### config.mk
export PLATFORM = sky130hd
export DESIGN_NAME = cacheline_adapter_flat
export DESIGN_NICKNAME = d
export VERILOG_FILES = /design/src/rtl/cacheline_adapter_if.sv /design/src/rtl/cacheline_adapter.sv /design/src/flat_wrapper.sv
export SDC_FILE = /design/constraint.sdc
export NUM_CORES = 1
export LEC_CHECK = 0
export CAP_MARGIN = 0
export CORE_AREA = 2 2 277 279
export DETAILED_ROUTE_END_ITERATION = 6
export DIE_AREA = 0 0 279 281
export PLACE_DENSITY = 0.6
export SYNTH_ARGS = -nofsm -noshare
export SYNTH_HDL_FRONTEND = slang
export SYNTH_SLANG_ARGS = --single-unit
### constraint.sdc
create_clock -name clk -period 17.9 [get_ports clk]
set_clock_uncertainty 0.15 [all_clocks]
set_input_delay 1.79 -clock clk [delete_from_list [all_inputs] [get_ports clk]]
set_output_delay 1.79 -clock clk [all_outputs]
set_load 0.03 [all_outputs]
### src/rtl/cacheline_adapter_if.sv
// Bundles the cache-side line request port and the memory-side burst port of the adapter.
// The adapter takes the slave view; the arbiter/memory environment takes the master view.
interface cacheline_adapter_if #(
  parameter int LINE_W = 256,
  parameter int BEAT_W = 64,
  parameter int ADDR_W = 32
);
  logic              pmem_read;
  logic              pmem_write;
  logic [ADDR_W-1:0] pmem_address;
  logic [LINE_W-1:0] pmem_wdata;
  logic [LINE_W-1:0] pmem_rdata;
  logic              pmem_resp;

  logic              mem_read;
  logic              mem_write;
  logic [ADDR_W-1:0] mem_address;
  logic [BEAT_W-1:0] mem_wdata;
  logic [BEAT_W-1:0] mem_rdata;
  logic              mem_resp;

  modport slave (
    input  pmem_read, pmem_write, pmem_address, pmem_wdata, mem_rdata, mem_resp,
    output pmem_rdata, pmem_resp, mem_read, mem_write, mem_address, mem_wdata
  );

  modport master (
    output pmem_read, pmem_write, pmem_address, pmem_wdata, mem_rdata, mem_resp,
    input  pmem_rdata, pmem_resp, mem_read, mem_write, mem_address, mem_wdata
  );
endinterface

### src/rtl/cacheline_adapter.sv
// Turns one full-cacheline read/write request into a burst of BEAT_W-wide memory beats,
// then answers the cache side with a single-cycle pmem_resp (and the assembled line on reads).
module cacheline_adapter #(
  parameter int LINE_W = 256,
  parameter int BEAT_W = 64,
  parameter int ADDR_W = 32
) (
  input logic               clk,
  input logic               rst,
  cacheline_adapter_if.slave bus
);
  localparam int BEATS = LINE_W / BEAT_W;
  localparam int CNT_W = $clog2(BEATS);
  localparam logic [ADDR_W-1:0] LINE_MASK = ~ADDR_W'((LINE_W / 8) - 1);

  typedef enum logic [2:0] {IDLE, RD, WR, RESP, DONE} state_t;

  state_t            state;
  state_t            state_next;
  logic [CNT_W-1:0]  cnt;
  logic [ADDR_W-1:0] addr_q;
  logic [LINE_W-1:0] line_q;
  logic [LINE_W-1:0] rdata_q;
  logic              last_beat;

  assign last_beat = (cnt == CNT_W'(BEATS - 1));

  always_ff @(posedge clk or posedge rst) begin
    if (rst) begin
      state <= IDLE;
    end else begin
      state <= state_next;
    end
  end

  // rdata_q is a separate copy so writes and half-finished reads never disturb pmem_rdata
  always_ff @(posedge clk or posedge rst) begin
    if (rst) begin
      cnt     <= '0;
      addr_q  <= '0;
      line_q  <= '0;
      rdata_q <= '0;
    end else begin
      case (state)
        IDLE: begin
          cnt <= '0;
          if (bus.pmem_write) begin
            addr_q <= bus.pmem_address;
            line_q <= bus.pmem_wdata;
          end else if (bus.pmem_read) begin
            addr_q <= bus.pmem_address;
          end
        end
        RD: begin
          if (bus.mem_resp) begin
            line_q[BEAT_W*cnt +: BEAT_W] <= bus.mem_rdata;
            cnt <= cnt + CNT_W'(1);
            if (last_beat) begin
              rdata_q <= {bus.mem_rdata, line_q[LINE_W-BEAT_W-1:0]};
            end
          end
        end
        WR: begin
          if (bus.mem_resp) begin
            cnt <= cnt + CNT_W'(1);
          end
        end
        default: ;
      endcase
    end
  end

  always_comb begin
    state_next     = state;
    bus.mem_read   = 1'b0;
    bus.mem_write  = 1'b0;
    bus.pmem_resp  = 1'b0;
    bus.mem_wdata  = '0;
    case (state)
      IDLE: begin
        if (bus.pmem_write) begin
          state_next = WR;
        end else if (bus.pmem_read) begin
          state_next = RD;
        end
      end
      RD: begin
        bus.mem_read = 1'b1;
        if (bus.mem_resp && last_beat) begin
          state_next = RESP;
        end
      end
      WR: begin
        bus.mem_write = 1'b1;
        bus.mem_wdata = line_q[BEAT_W*cnt +: BEAT_W];
        if (bus.mem_resp && last_beat) begin
          state_next = RESP;
        end
      end
      RESP: begin
        bus.pmem_resp = 1'b1;
        state_next    = DONE;
      end
      // Hold here until the arbiter drops its request so the same line is not fetched twice
      DONE: begin
        if (!bus.pmem_read && !bus.pmem_write) begin
          state_next = IDLE;
        end
      end
      default: state_next = IDLE;
    endcase
  end

  assign bus.mem_address = addr_q & LINE_MASK;
  assign bus.pmem_rdata  = rdata_q;
endmodule

### src/flat_wrapper.sv
// flat-port wrapper written by rule: the top's interface ports become plain ports
module cacheline_adapter_flat 
#(
  parameter int LINE_W = 256,
  parameter int BEAT_W = 64,
  parameter int ADDR_W = 32
)
  (clk, rst, bus_pmem_read, bus_pmem_write, bus_pmem_address, bus_pmem_wdata, bus_mem_rdata, bus_mem_resp, bus_pmem_rdata, bus_pmem_resp, bus_mem_read, bus_mem_write, bus_mem_address, bus_mem_wdata);
  cacheline_adapter_if #(.LINE_W(LINE_W), .BEAT_W(BEAT_W), .ADDR_W(ADDR_W)) bus_i ();
  input logic clk;
  input logic rst;
  input wire logic [$bits(bus_i.pmem_read)-1:0] bus_pmem_read;
  input wire logic [$bits(bus_i.pmem_write)-1:0] bus_pmem_write;
  input wire logic [$bits(bus_i.pmem_address)-1:0] bus_pmem_address;
  input wire logic [$bits(bus_i.pmem_wdata)-1:0] bus_pmem_wdata;
  input wire logic [$bits(bus_i.mem_rdata)-1:0] bus_mem_rdata;
  input wire logic [$bits(bus_i.mem_resp)-1:0] bus_mem_resp;
  output wire logic [$bits(bus_i.pmem_rdata)-1:0] bus_pmem_rdata;
  output wire logic [$bits(bus_i.pmem_resp)-1:0] bus_pmem_resp;
  output wire logic [$bits(bus_i.mem_read)-1:0] bus_mem_read;
  output wire logic [$bits(bus_i.mem_write)-1:0] bus_mem_write;
  output wire logic [$bits(bus_i.mem_address)-1:0] bus_mem_address;
  output wire logic [$bits(bus_i.mem_wdata)-1:0] bus_mem_wdata;
  assign bus_i.pmem_read = bus_pmem_read;
  assign bus_i.pmem_write = bus_pmem_write;
  assign bus_i.pmem_address = bus_pmem_address;
  assign bus_i.pmem_wdata = bus_pmem_wdata;
  assign bus_i.mem_rdata = bus_mem_rdata;
  assign bus_i.mem_resp = bus_mem_resp;
  assign bus_pmem_rdata = bus_i.pmem_rdata;
  assign bus_pmem_resp = bus_i.pmem_resp;
  assign bus_mem_read = bus_i.mem_read;
  assign bus_mem_write = bus_i.mem_write;
  assign bus_mem_address = bus_i.mem_address;
  assign bus_mem_wdata = bus_i.mem_wdata;
  cacheline_adapter #(.LINE_W(LINE_W), .BEAT_W(BEAT_W), .ADDR_W(ADDR_W)) u_core (.clk(clk), .rst(rst), .bus(bus_i));
endmodule
==> qor.yml <==
outcome:
  status: "finished, final reports clean"
min_path:
  whs_path_depth: 1
  hp-class: "reg -> reg"
  hp-start: "u_core.bus.pmem_rdata[13]"
  min_to: "u_core.bus.pmem_rdata[13]"
die:
  die_area_mm2: 0.07840
  die_y_um: 281
  io_pins: 712
  die_x_um: 279
  rows: 101
  initial_core_util_pct: 34.45
  core_mm2: 0.07544
drt:
  drt-initial-drc-count: 1419
  routed_via_density: 5.408
  drt-total-wl_um: 94840
  postRouteAntennaNets: 0
  first_pass_iters: 5
  wire_per_inst_um: 25.70
  num_vias: 19960
  remaining_drc_errors: 0
setup_path:
  cp-start-kind: "register"
  path_cells: "buf_4 -> mux4_2 -> nor2b_1 -> clkdlybuf4s50_1"
  critPathMaxFanout: 37
  reg2regPathDepth: 8
  reg2reg_from: "u_core.cnt[0]"
  rrSetupSlack_ns: 12.99
  cp_data_required_time_ns: 15.96
  reg2reg_to: "u_core.line_q[121]"
  crit_slowest_cell: "dfrtp_4"
  cp.arrival_ns: 3.93
  worstSetupEndpointType: "output port"
  path_class: "reg -> out"
  cp_slowest_stage_delay_ns: 1.00
timing:
  hold_ws_ns: 0.3395
  maxSlewViolCount: 0
  period_minus_slack_ns: 5.866
  worst_pin_slew_ns: 1.258
  fin_tns_setup_ns: 0
  fin_crit_sh_pct: 32.77
  rsz0062_at_grt: "no"
  finalHoldViolCount: 0
  fmax_mhz: 170.5
  setup_viol: 0
  max_slew_margin_pct: 16.13
clock_network:
  cts_sinks: 544
  cts_buffers: 61
  cts_tree: "built"
  cts.path.max_buffers: 3
  path_clk_slew_ns: 0.06
  root_buffer: "clkbuf_16"
  cts_setup_buffers: 0
  ctsHoldBuffers: 0
  clk_latency_ns: 0.61
  cts-htree-levels: 2
  cts.repair.resized: 0
layout:
  fillers: 6825
  area_growth_pct: 36.16
  layout.cells.non_filler: 3690
  multiInputGateArea_mm2: 0.01115
  finalNetCount: 3005
  final-seq-area_mm2: 0.01362
  drive_above_1_share_pct: 22.13
yosys:
  synth_cell_types: 41
  yosys_warnings: 0
  yosysTopAreaCellShare_pct: 52.38
  avgSynthCellArea_um2: 12.75
  synth-seq-cells: 544
  synthesis.area_mm2: 0.02599
  synth_edf_count: 0
  synth-seq-area-share_pct: 52.38
  yosys_most_used_dff: "dfrtp_1"
  ys_async_sr_fraction_pct: 100.0
  synth_area_leader_cell: "dfrtp_1"
  synth.area.top_cells: "dfrtp_1 52%, mux2_4 10%, mux4_2 5.5%"
  synth.most_common_cell: "dfrtp_1"
  synth_cells: 2039
  synth_common_cells: "544 x dfrtp_1, 257 x nor2_1, 180 x mux2_4"
placed_design:
  gp_congestion: 0.8699
  dp.cells: 3557
  port_buffers: 701
  dp_hpwl_um: 61920
global_route:
  grt_pass1_wl_um: 139800
  grt_pass1_vias: 20890
  antenna_found_initial: 22
  grt_max_degree: 163
  overflow: 0
  gr-usage-all-layers_pct: 23.55
job:
  drv_cap: 0
power:
  leakagePower_nw: 14.23
  vdd_ir_drop_max_mv: 0.1083
  cellPowerDensity_mw_per_mm2: 197.6
## power by group
group | switching, mW | internal (mW) | total, mW
clock network | 0.527 | 0.744 | 1.27
logic | 1.94 | 1.53 | 3.48
registers | 0.449 | 1.79 | 2.24
total | 2.92 | 4.07 | 6.99
## kinds of logic after synthesis
family                   share of synthesized area, %
flip-flops                                      52.38
AND/OR/NAND/NOR                                 8.103
AO/OA/AOI/OAI                                   13.75
multiplexers                                    20.41
buffers and inverters                           5.050
adder cells (fa/ha/maj)                        0.2889
other                                         0.01443
## critical path: cells and delay by family (launching register included)
family / cells / cell delay [ns]
simple gates: 1 / 0.16
mux: 1 / 0.64
buf+inv: 2 / 1.42
flops: 1 / 1.00
## cells in the final DEF, fill, tap and decap left out, types with 2 or more instances in the layout
master	count
clkdlybuf4s50_1	701
dfrtp_1	542
nor2_1	257
mux2_4	180
a21oi_1	136
a32oi_1	128
mux2_2	82
nand3_1	68
nand2_1	67
mux4_2	64
nor2b_1	64
a31oi_1	64
clkbuf_16	63
a22oi_2	60
a21oi_2	60
buf_4	29
mux2_1	21
diode_2	19
clkbuf_8	18
clkinv_2	17
clkbuf_1	13
ha_1	6
inv_1	5
conb_1	5
a21oi_4	4
and3_4	4
a22oi_1	4
nand2b_1	3
nor2b_4	2
nand3b_1	2
o22a_1	2
bufinv_16	2
inv_6	2
buf_12	2
dfrtp_4	2
## worst max path at each step
stage,startpoint,end,slack [ns]
2_1_floorplan,rst,u_core.addr_q[10],0.75
3_3_place_gp,rst,u_core.bus.pmem_rdata[239],12.12
3_5_place_dp,rst,u_core.bus.pmem_rdata[240],12.05
5_1_grt,u_core.cnt[0],bus_mem_wdata[54],11.78
6_report,u_core.cnt[0],bus_mem_wdata[54],12.03
4_1_cts,u_core.cnt[0],bus_mem_wdata[54],11.89
## cell type report
class                      instances  area share (%)
timing repair buffer             732           20.56
inverter                           7         0.09901
multi-input combinational       1296           31.52
antenna                           19          0.1344
sequential                       544           38.49
tap                              978           3.458
clock buffer                      94           5.293
clock inverter                    20          0.4455
## metrics by stage
step                      worst slack (ns)  utilization (%)  instance area (µm²)  power, mW
final                                12.03            46.90                35390      6.991
after global placement               12.12            44.15                33310      5.667
after CTS                            11.89            46.84                35340      7.035
after detailed placement             12.05            44.15                33310      5.737
after floorplan                     0.7529                -                26000      4.367
after global routing                 11.78            46.90                35380      7.334
## flip-flops by register name (all words and copies together) (netlist names)
signal	count
u_core.state	3
u_core.addr_q	27
u_core.bus.pmem_rdata	256
u_core.line_q	256
u_core.cnt	2
## routing by layer
metal / global-route usage, % / share of wire, %
met1: 29.75 / 40
met2: 39.05 / 49
met3: 4.897 / 6.9
met4: 10.39 / 3.7
met5: 0 / 0.050
Power figures use the tool's default switching activity.
